--- config.mk ---
export PLATFORM = sky130hd
export DESIGN_NAME = note_source_arbiter
export DESIGN_NICKNAME = d
export VERILOG_FILES = /design/src/rtl/note_source_arbiter.sv
export SDC_FILE = /design/constraint.sdc
export NUM_CORES = 1
export LEC_CHECK = 0
export CELL_PAD_IN_SITES_DETAIL_PLACEMENT = 0
export CELL_PAD_IN_SITES_GLOBAL_PLACEMENT = 1
export CORE_MARGIN = 4
export CORE_UTILIZATION = 35
export CTS_CLUSTER_SIZE = 24
export DETAILED_ROUTE_END_ITERATION = 8
export PLACE_DENSITY = 0.69
export SLEW_MARGIN = 20
export SYNTH_ARGS = -nofsm -noshare
export SYNTH_HDL_FRONTEND = slang
export SYNTH_SLANG_ARGS = --single-unit
--- constraint.sdc ---
create_clock -name clk -period 3.5 [get_ports clk]
set_input_delay 0.7 -clock clk [delete_from_list [all_inputs] [get_ports clk]]
set_output_delay 0.7 -clock clk [all_outputs]
set_load 0.05 [all_outputs]
--- src/rtl/note_source_arbiter.sv ---
// note_source_arbiter: shares the buzzer tone path between live keyboard,
// recorder playback and song player, inserting silence gaps on changes.
// Ports: clk, rst (async, active-high); live/rec/song key, pressed, active;
// out_key_id, out_key_pressed, grant (one-hot live/rec/song), busy,
// preempt_count (saturating live preemptions).
module note_source_arbiter #(
  parameter int KEY_ID_BITS = 4,
  parameter int GAP_CYCLES  = 500_000
) (
  input  logic                   clk,
  input  logic                   rst,
  input  logic [KEY_ID_BITS-1:0] live_key_id,
  input  logic                   live_pressed,
  input  logic                   rec_active,
  input  logic [KEY_ID_BITS-1:0] rec_key_id,
  input  logic                   rec_pressed,
  input  logic                   song_active,
  input  logic [KEY_ID_BITS-1:0] song_key_id,
  input  logic                   song_pressed,
  output logic [KEY_ID_BITS-1:0] out_key_id,
  output logic                   out_key_pressed,
  output logic [2:0]             grant,
  output logic                   busy,
  output logic [7:0]             preempt_count
);

  localparam int CW = (GAP_CYCLES > 1) ? $clog2(GAP_CYCLES) : 1;
  localparam logic [CW-1:0] LAST = CW'(GAP_CYCLES - 1);

  localparam logic [2:0] O_LIVE = 3'b001;
  localparam logic [2:0] O_REC  = 3'b010;
  localparam logic [2:0] O_SONG = 3'b100;

  typedef enum logic [1:0] {
    S_IDLE  = 2'd0,
    S_GRANT = 2'd1,
    S_GAP   = 2'd2
  } state_t;

  state_t state_q, state_d;
  logic [2:0]             owner_q, owner_d;
  logic [CW-1:0]          cnt_q, cnt_d;
  logic [KEY_ID_BITS-1:0] key_d;
  logic                   pr_d;
  logic                   pc_inc;

  logic [2:0]             req;
  logic [2:0]             win;

  function automatic logic [KEY_ID_BITS-1:0] sel_key(input logic [2:0] o);
    logic [KEY_ID_BITS-1:0] k;
    k = '0;
    if (o[0])      k = live_key_id;
    else if (o[1]) k = rec_key_id;
    else if (o[2]) k = song_key_id;
    return k;
  endfunction

  function automatic logic sel_pr(input logic [2:0] o);
    logic p;
    p = 1'b0;
    if (o[0])      p = live_pressed;
    else if (o[1]) p = rec_pressed;
    else if (o[2]) p = song_pressed;
    return p;
  endfunction

  always_comb begin
    req = {song_active, rec_active,
           live_pressed && (live_key_id != '0)};
    win = 3'b000;
    if (req[0])      win = O_LIVE;
    else if (req[1]) win = O_REC;
    else if (req[2]) win = O_SONG;
  end

  always_comb begin
    state_d = state_q;
    owner_d = owner_q;
    cnt_d   = cnt_q;
    key_d   = out_key_id;
    pr_d    = out_key_pressed;
    pc_inc  = 1'b0;
    case (state_q)
      S_IDLE: begin
        key_d = '0;
        pr_d  = 1'b0;
        if (|req) begin
          state_d = S_GRANT;
          owner_d = win;
          key_d   = sel_key(win);
          pr_d    = sel_pr(win);
        end
      end
      S_GRANT: begin
        key_d = sel_key(owner_q);
        pr_d  = sel_pr(owner_q);
        if (!(|(req & owner_q))) begin
          if (|req) begin
            state_d = S_GAP;
            owner_d = win;
            cnt_d   = '0;
            key_d   = out_key_id;
            pr_d    = 1'b0;
          end else begin
            state_d = S_IDLE;
            owner_d = 3'b000;
            key_d   = '0;
            pr_d    = 1'b0;
          end
        end else if (owner_q != O_LIVE && req[0]) begin
          state_d = S_GAP;
          owner_d = O_LIVE;
          cnt_d   = '0;
          key_d   = out_key_id;
          pr_d    = 1'b0;
          pc_inc  = 1'b1;
        end else if (sel_pr(owner_q) && out_key_pressed &&
                     sel_key(owner_q) != out_key_id) begin
          // New note from the same owner: articulate with a gap
          state_d = S_GAP;
          cnt_d   = '0;
          key_d   = out_key_id;
          pr_d    = 1'b0;
        end
      end
      S_GAP: begin
        pr_d = 1'b0;
        // Live can steal a pending player slot without restarting the gap
        if (owner_q != O_LIVE && req[0]) begin
          owner_d = O_LIVE;
          pc_inc  = 1'b1;
        end
        if (cnt_q == LAST) begin
          if (|(req & owner_d)) begin
            state_d = S_GRANT;
            key_d   = sel_key(owner_d);
            pr_d    = sel_pr(owner_d);
          end else begin
            state_d = S_IDLE;
            owner_d = 3'b000;
            key_d   = '0;
          end
        end else begin
          cnt_d = cnt_q + CW'(1);
        end
      end
      default: begin
        state_d = S_IDLE;
        owner_d = 3'b000;
        key_d   = '0;
        pr_d    = 1'b0;
      end
    endcase
  end

  always_ff @(posedge clk or posedge rst) begin
    if (rst) begin
      state_q         <= S_IDLE;
      owner_q         <= 3'b000;
      cnt_q           <= '0;
      out_key_id      <= '0;
      out_key_pressed <= 1'b0;
      grant           <= 3'b000;
      busy            <= 1'b0;
      preempt_count   <= 8'd0;
    end else begin
      state_q         <= state_d;
      owner_q         <= owner_d;
      cnt_q           <= cnt_d;
      out_key_id      <= key_d;
      out_key_pressed <= pr_d;
      grant           <= (state_d == S_IDLE) ? 3'b000 : owner_d;
      busy            <= (state_d != S_IDLE);
      if (pc_inc && preempt_count != 8'hFF)
        preempt_count <= preempt_count + 8'd1;
    end
  end

endmodule
== Yosys cells after proc, flatten, opt, wreduce, memory -nomap -nowiden ==
Index checks and enable logic that the tools add are counted.

* Bits of input ports: 19
* Register bits: 41

* Mux-type cells: 68
* $add $sub $neg: 2
* Equality and inequality tests: 13
* Bitwise operators: 2
* Reduce and logical (&&, ||, !) cells: 15

{| class="wikitable"
|+ Operators by type and width
! operator !! number
|-
| two-way mux 19 bit || 5
|-
| two-way mux 4 bit || 19
|-
| case mux 19 bit (2 select lines) || 1
|-
| two-way mux 3 bit || 11
|-
| two-way mux 1 bit || 21
|-
| adder 19 x 1 -> 19 bit (second input constant) || 1
|-
| equality test 19 bit (second input constant) || 1
|-
| two-way mux 2 bit || 6
|-
| != test 3 bit (second input constant) || 4
|-
| case mux 4 bit (3 select lines) || 1
|-
| case mux 3 bit (3 select lines) || 1
|-
| OR reduction 3 bit || 3
|-
| adder 8 x 1 -> 8 bit (second input constant) || 1
|-
| != test 8 bit (second input constant) || 1
|-
| AND reduction 4 bit || 2
|-
| bitwise AND 3 bit || 2
|-
| case mux 2 bit (3 select lines) || 1
|-
| logical AND 1 bit || 5
|-
| zero test 2 bit || 2
|-
| != test 2 bit (second input constant) || 2
|-
| != test 4 bit || 1
|-
| != test 4 bit (second input constant) || 1
|-
| nonzero test 2 bit || 2
|-
| nonzero test 4 bit || 1
|-
| other kinds (5) || 5
|}

== Depth between registers and ports, before layout ==
* Depth after elaboration: 14
* Depth in mapped cells: 11

== Worst setup path before layout ==
OpenSTA, ideal clock, no wires.

* Path kind: input to register
* From: input port live_key_id[0]
* To: register cnt_q[14]
* Setup time: 78 ps
* Required time: 3422 ps
* Stages: 8
* Setup slack: 705 ps
* Arrival: 2717 ps
* Cells stage by stage: o41a_1 > buf_6 > nor3_4 > nor2_2 > a31o_4 > a2111oi_4 > or4b_1 > a21oi_1

* Word-level cells in the longest chain between the ends: 8
* Elaborated cells between the ends (all ways): 18

{| class="wikitable"
|+ RTL lines
! element !! line !! RTL
|-
| start, declared || 12 || <nowiki>input logic [KEY_ID_BITS-1:0] live_key_id,</nowiki>
|-
| two-way mux 4 bit || 53 || <nowiki>if (o[0]) k = live_key_id;</nowiki>
|-
| two-way mux 4 bit || 111 || <nowiki>end else if (owner_q != O_LIVE && req[0]) begin</nowiki>
|-
| two-way mux 4 bit || 98 || <nowiki>if (!(|(req & owner_q))) begin</nowiki>
|-
| two-way mux 4 bit || 84 || <nowiki>case (state_q)</nowiki>
|-
| != test 4 bit || 119 || <nowiki>sel_key(owner_q) != out_key_id) begin</nowiki>
|-
| logical AND 1 bit || 118 || <nowiki>end else if (sel_pr(owner_q) && out_key_pressed &&</nowiki>
|-
| != test 4 bit (no line) || n/a ||
|-
| AND reduction 4 bit (no line) || n/a ||
|-
| end signal, assigned || 170 || <nowiki>cnt_q <= cnt_d;</nowiki>
|-
| end, declared || 42 || <nowiki>logic [CW-1:0] cnt_q, cnt_d;</nowiki>
|}

Several ways; a longest one is shown, not always the timed one. The select of a mux whose other input is x is not followed.
A chain may end at the register's enable or synchronous reset.

== Worst setup path in the final report ==
* From: input port rec_key_id[1]
* To: register grant[0]

* Word-level cells in the longest chain between the ends: 13

{| class="wikitable"
|+ RTL lines
! element !! line !! RTL
|-
| start, declared || 15 || <nowiki>input logic [KEY_ID_BITS-1:0] rec_key_id,</nowiki>
|-
| two-way mux 4 bit || 54 || <nowiki>else if (o[1]) k = rec_key_id;</nowiki>
|-
| two-way mux 4 bit || 53 ||
|-
| two-way mux 4 bit || 111 ||
|-
| two-way mux 4 bit || 98 ||
|-
| two-way mux 4 bit || 84 ||
|-
| != test 4 bit || 119 ||
|-
| logical AND 1 bit || 118 ||
|-
| two-way mux 2 bit || 118 ||
|-
| two-way mux 2 bit || 111 ||
|-
| two-way mux 2 bit || 98 ||
|-
| case mux 2 bit (3 select lines) || 84 ||
|-
| zero test 2 bit || 173 || <nowiki>grant <= (state_d == S_IDLE) ? 3'b000 : owner_d;</nowiki>
|-
| two-way mux 3 bit || 173 ||
|-
| end signal, assigned || 173 ||
|-
| end, declared || 22 || <nowiki>output logic [2:0] grant,</nowiki>
|}

Every way passes these cells. The select of a mux whose other input is x is not followed.

==> out/metrics.yaml <==
final_layout:
  post_layout_net_count: 385
  drive_above_1_share_pct: 11.9
  final_util_pct: 44.2
  area_delta_synth_final_pct: 23.6
  n_fill_cell: 773
  antenna_cells: 0
timing:
  setup_viol_count_final: 0
  tightestPinTransition_ns: 0.756
  fin_crit_ns: 3.09
  setup_repair_after_global_routing_missed_its_margin: "false"
  max_slew_vio_count: 0
  clock.fmax_ghz: 0.324
  finalClockSkew_ns: 0.00838
  timing.max_slew.rel_slack_pct: 49.2
  hold_viol: 0
  holdWs_ns: 0.509
  fin_tns_setup_ns: 0
  period_utilization_post_route_pct: 88.3
placement:
  place_congestion: 0.867
  hpwl_mm: 5.85
  io_buffers: 35
cts:
  post_cts.resized_instances: 0
  clkSlewWorstSetupHoldPaths_ns: 0.08
  clock_tree.buffer_depth: 2
  cts.root.buffer_cell: "clkbuf_8"
  post_cts_hold_buffer_count: 0
  h-tree-depth: 2
  tritoncts: "done"
  cts_num_sinks: 41
  post-cts-setup-buffer-count: 0
  clock_latency_ns: 0.30
  cts_buffers: 5
yosys:
  synthTopCellsByArea: "dfrtp_1, a21oi_1, nand2_1"
  synth-edff-count: 0
  netlist_area_before_placement_mm2: 0.00275
  post_synth_num_cell_types: 64
  yosysSeqAreaShare_pct: 37.3
  synth.yosys.warnings: 0
  synth_top_cell_area_share_pct: 37.3
  yosys_register_bits: 41
  top_ff_cell_synth: "dfrtp_1"
  synth_top_cell_by_area: "dfrtp_1"
  netlist_top_cells_count: "dfrtp_1, a21oi_1, nand2_1, nor2_1, o21ai_0"
  post_synth.cell_area_avg_um2: 8.79
  synth_cells: 313
  synthMostInstantiatedCell: "dfrtp_1"
  synth.net_count: 338
  asyncSetResetFlopFracSynth_pct: 100
power_and_ir_drop:
  leakagePower_nw: 1.37
  fraction_of_power_consumed_by_the_clock_network_pct: 14.4
  power.sequential.fraction_pct: 30.0
  p_sw_share_pct: 46.9
  power.ir.vdd_worst_uv: 313
  switching_power_of_the_nets_mw: 1.06
  cellPowerDensity_mw_per_mm2: 667
  power.combinational.fraction_pct: 55.5
  pint_mw: 1.20
worst_setup_path:
  reg2reg_setup_slack_ns: 0.62
  worstSetupStartpoint: "rec_key_id[1]"
  crit_path_end_kind: "register"
  worst_setup_path_start_kind: "primary input"
  r2r_startpoint: "owner_q[1]"
  worst-endpoint-arrival_ns: 3.24
  required_arrival_time_at_the_worst_endpoint_ns: 3.65
  worstReg2RegEnd: "grant[0]"
  ff2ff_path_depth: 10
  timing.setup.critical_path_class: "primary input to register"
  critPathMaxFanout: 5
grt:
  grt_pass1_vias: 2597
  grt_remaining_overflow: 0
  grt_max_degree: 25
  antenna_violations_before_repair: 0
  grt_pass1_wl_mm: 13.0
  grt_use_total_pct: 16.8
min_path:
  hold_class: "register to register"
  hold_start: "preempt_count[7]"
  min_delay_path_depth: 1
  worst_hold_path.endpoint: "preempt_count[7]"
floorplan:
  core_area_mm2: 0.00769
  io_pins: 36
  dieArea_mm2: 0.00934
  cell_row_count: 32
  start_util_pct: 35.8
  die_width_um: 96.6
  die_h_um: 96.6
route:
  post_drt_wl_per_cell_um: 16.9
  drt_drc_violations_left: 0
  detailroute.via_count: 2609
  detail_route.first_pass.iterations: 4
  drt_first_iter_violations: 90
  antenna_left: 0
  vias_per_cell: 5.65
  finalWirelength_mm: 7.79
status:
  result_of_the_run: "complete, no violations"
job:
  max_cap_violations: 0
per-stage QoR:
step                      setup WS, ns  std cells  total power, mW  instance area (µm²)
after floorplan                  0.705        313             1.53                 2750
after global placement          0.0367        455             1.95                 3310
after detailed placement         0.121        455             1.95                 3310
after CTS                        0.415        462             2.28                 3400
after global routing             0.162        462             2.43                 3400
final                            0.410        462             2.27                 3400
power groups by stage:
| stage | combinational [mW] | sequential [mW] | clock (mW) |
|---|---|---|---|
| 2_1_floorplan | 0.700 | 0.829 | 0 |
| 3_3_place_gp | 1.26 | 0.689 | 0 |
| 3_5_place_dp | 1.26 | 0.692 | 0 |
| 4_1_cts | 1.26 | 0.682 | 0.339 |
| 5_1_grt | 1.38 | 0.698 | 0.357 |
| 6_report | 1.26 | 0.681 | 0.327 |
registers in the layout, summed over array words and instances, names as in the netlist:
signal,flops
busy,1
cnt_q,19
grant,3
out_key_id,4
out_key_pressed,1
owner_q,3
preempt_count,8
state_q,2
cells in the final DEF, fill, tap and decap left out, drive strengths merged, types with 2 or more instances in the layout:
master         count
mux2               6
a311oi             2
nor4               2
a2111oi            2
nand2             26
and2               5
o31ai              7
o211ai             2
a221o              2
dfrtp             41
clkbuf             6
a21oi             34
a21boi             4
a22o               2
or4b               2
nor2b              4
xor2               2
a221oi             6
nor2              26
o41ai              3
xnor2              5
or3                4
and4               2
a31oi              3
a211oi             2
a22oi              5
and3               7
nand3             16
or4                7
nand3b             6
o21ai             18
nand4              6
inv               11
clkdlybuf4s50     35
ha                 6
buf               19
nor3               6
how the worst max path moves through the flow:
stage,end,slack (ns),cells after the start
after floorplan,cnt_q[14],0.71,8
after global placement,grant[1],0.04,11
after detailed placement,grant[0],0.12,11
after CTS,grant[0],0.42,11
after global routing,cnt_q[11],0.16,11
final,grant[0],0.41,11
cells by family after synthesis:
family / count (synthesis) / synth area share (%)
simple gates: 121 / 23.9
xor+xnor: 7 / 2.23
compound gates: 105 / 26.6
buf+inv: 26 / 4.37
mux: 7 / 2.82
flops: 41 / 37.3
fa+ha+maj: 6 / 2.73
area by class of cell:
type | count | area (µm²) | share of cell area [%]
sequential | 41 | 1030 | 30.2
multi-input combinational | 246 | 1600 | 47.2
timing repair buffer | 54 | 505 | 14.9
tap | 102 | 128 | 3.76
clock buffer | 6 | 82.6 | 2.43
clock inverter | 1 | 7.51 | 0.221
inverter | 12 | 45.0 | 1.33
critical path, cell delays in order:
cell,delay [ns]
clkdlybuf4s50_1,0.43
a21oi_1,0.29
a221oi_1,0.12
a2111oi_0,0.56
buf_4,0.21
nand3_1,0.11
o211ai_1,0.29
buf_4,0.16
a21boi_1,0.14
buf_4,0.15
a21boi_0,0.08
metal layers:
| layer | wire [µm] | global-route usage [%] | up-vias |
|---|---|---|---|
| met3 | 299 | 3.32 | 13 |
| met4 | 187 | 5.83 | 0 |
| li1 | - | - | 1283 |
| met5 | 0 | 0 | - |
| met1 | 3640 | 22.5 | 1252 |
| met2 | 3660 | 27.1 | 61 |
Note: power is estimated with default switching activity, not from simulation.
==> RTL edit (same settings) <==
`GAP_CYCLES`: 500_000 -> 1_000_000.
--- a/src/rtl/note_source_arbiter.sv
+++ b/src/rtl/note_source_arbiter.sv
@@ -6,5 +6,5 @@
 module note_source_arbiter #(
   parameter int KEY_ID_BITS = 4,
-  parameter int GAP_CYCLES  = 500_000
+  parameter int GAP_CYCLES  = 1_000_000
 ) (
   input  logic                   clk,
Check against the original RTL: no difference found for any inputs over 4 cycles, from zero or initial values and one cycle with rst high; that may be too few to reach the edited logic, so the function may still have changed.
==> RTL edit against the original RTL <==
Via count up 3.2%; sequential cell count up 1; area after synthesis up 4.5%; non-clock buffer count down 8; routed wire length up 2.4%; worst setup slack better by 0.036 ns; power up 1.5%; cell area up 1.8%; critical path type unchanged; largest cell class unchanged; largest power group unchanged.
==> RTL edit: results <==
metrics = {
    "worst_setup_path": {
        "r2r_setup_slack_ns": 0.74,
        "crit_fanout": 32,
        "startpoint": "live_key_id[0]",
        "slowest_stage": "clkdlybuf4s50_1",
        "crit_end": "cnt_q[14]$_DFFE_PP0P_",
        "arrival_ns": 3.27,
        "reg2reg_to": "cnt_q[0]$_DFFE_PP0P_",
        "rr_worst_depth": 7,
    },
    "global_route": {
        "grt_pass1_wl_um": 13400,
        "track_usage_pct": 17.0,
        "grt.met2_usage_pct": 27.0,
        "use_met1_pct": 23.4,
        "use_met3_pct": 3.40,
        "grt_pass1_vias": 2607,
        "grt_max_degree": 33,
    },
    "route": {
        "wl_met2_um": 3710,
        "route.met3.wl_um": 333,
        "wl_met1_um": 3780,
        "vias": 2692,
        "routedWlPerCell_um": 17.0,
        "drt_iter0_drc": 135,
    },
    "power": {
        "switchingPower_uw": 1060,
        "seq_power_uw": 677,
        "p_leak_uw": 0.00139,
        "power.share.clock_pct": 16.7,
    },
    "synth": {
        "synth_commonest_cells": "42 x dfrtp_1, 36 x a21oi_1, 29 x nand2_1",
        "ys_types": 60,
        "yosysWarningCount": 0,
        "synth_area_leaders": "dfrtp_1 37%, a21oi_1 6.3%, o21ai_0 3.8%, nand2_1 3.8%, or3_1 3.5%",
        "synth_nets": 356,
        "postSynthCellCount": 331,
    },
    "layout": {
        "fillers": 794,
        "fin_nets": 392,
        "n_antenna_cell": 0,
        "reg_top3": "cnt_q: 20 flops, preempt_count: 8 flops, out_key_id: 4 flops",
        "final_cells": 470,
    },
    "placed_design": {
        "dp_hpwl_um": 5900,
        "place_area_um2": 3350,
        "dp.cells": 462,
        "dpl_worst_slack_ns": 0.157,
    },
    "hold_path": {
        "min_to": "preempt_count[5]$_DFFE_PP0P_",
        "holdCritStartpoint": "preempt_count[5]$_DFFE_PP0P_",
    },
    "sta": {
        "worst_slew_pin_slew_ns": 0.590,
        "layout_setup_ws_ns": 0.447,
        "holdWs_ns": 0.496,
    },
    "status": {
        "outcome": "complete, no violations",
    },
}
RTL edit: cell types whose count changed in the layout (fill, tap and decap cells not counted), sizes merged, moves of 5 or more:
cell	unedited run	this run
buf	19	11
o21ai	18	29
or4	7	2
nand3	16	11
nor2	26	18
or3	4	16
o31ai	7	0
RTL edit: cell type report:
| cell class | instances | area, µm² | area share [%] |
|---|---|---|---|
| timing repair buffer | 46 | 433 | 12.5 |
| inverter | 12 | 45.0 | 1.30 |
| clock buffer | 5 | 68.8 | 1.99 |
| tap | 102 | 128 | 3.69 |
| multi-input combinational | 260 | 1690 | 49.0 |
| clock inverter | 3 | 40.0 | 1.16 |
| sequential | 42 | 1050 | 30.4 |
RTL edit: cells by family after synthesis:
kind of cell	count (synthesis)	share of synthesized area, %
flip-flops	42	36.6
multiplexers	8	3.05
adder cells (fa/ha/maj)	6	2.61
XOR/XNOR	8	2.44
AO/OA/AOI/OAI	113	27.0
buffers and inverters	29	4.44
AND/OR/NAND/NOR	125	23.8
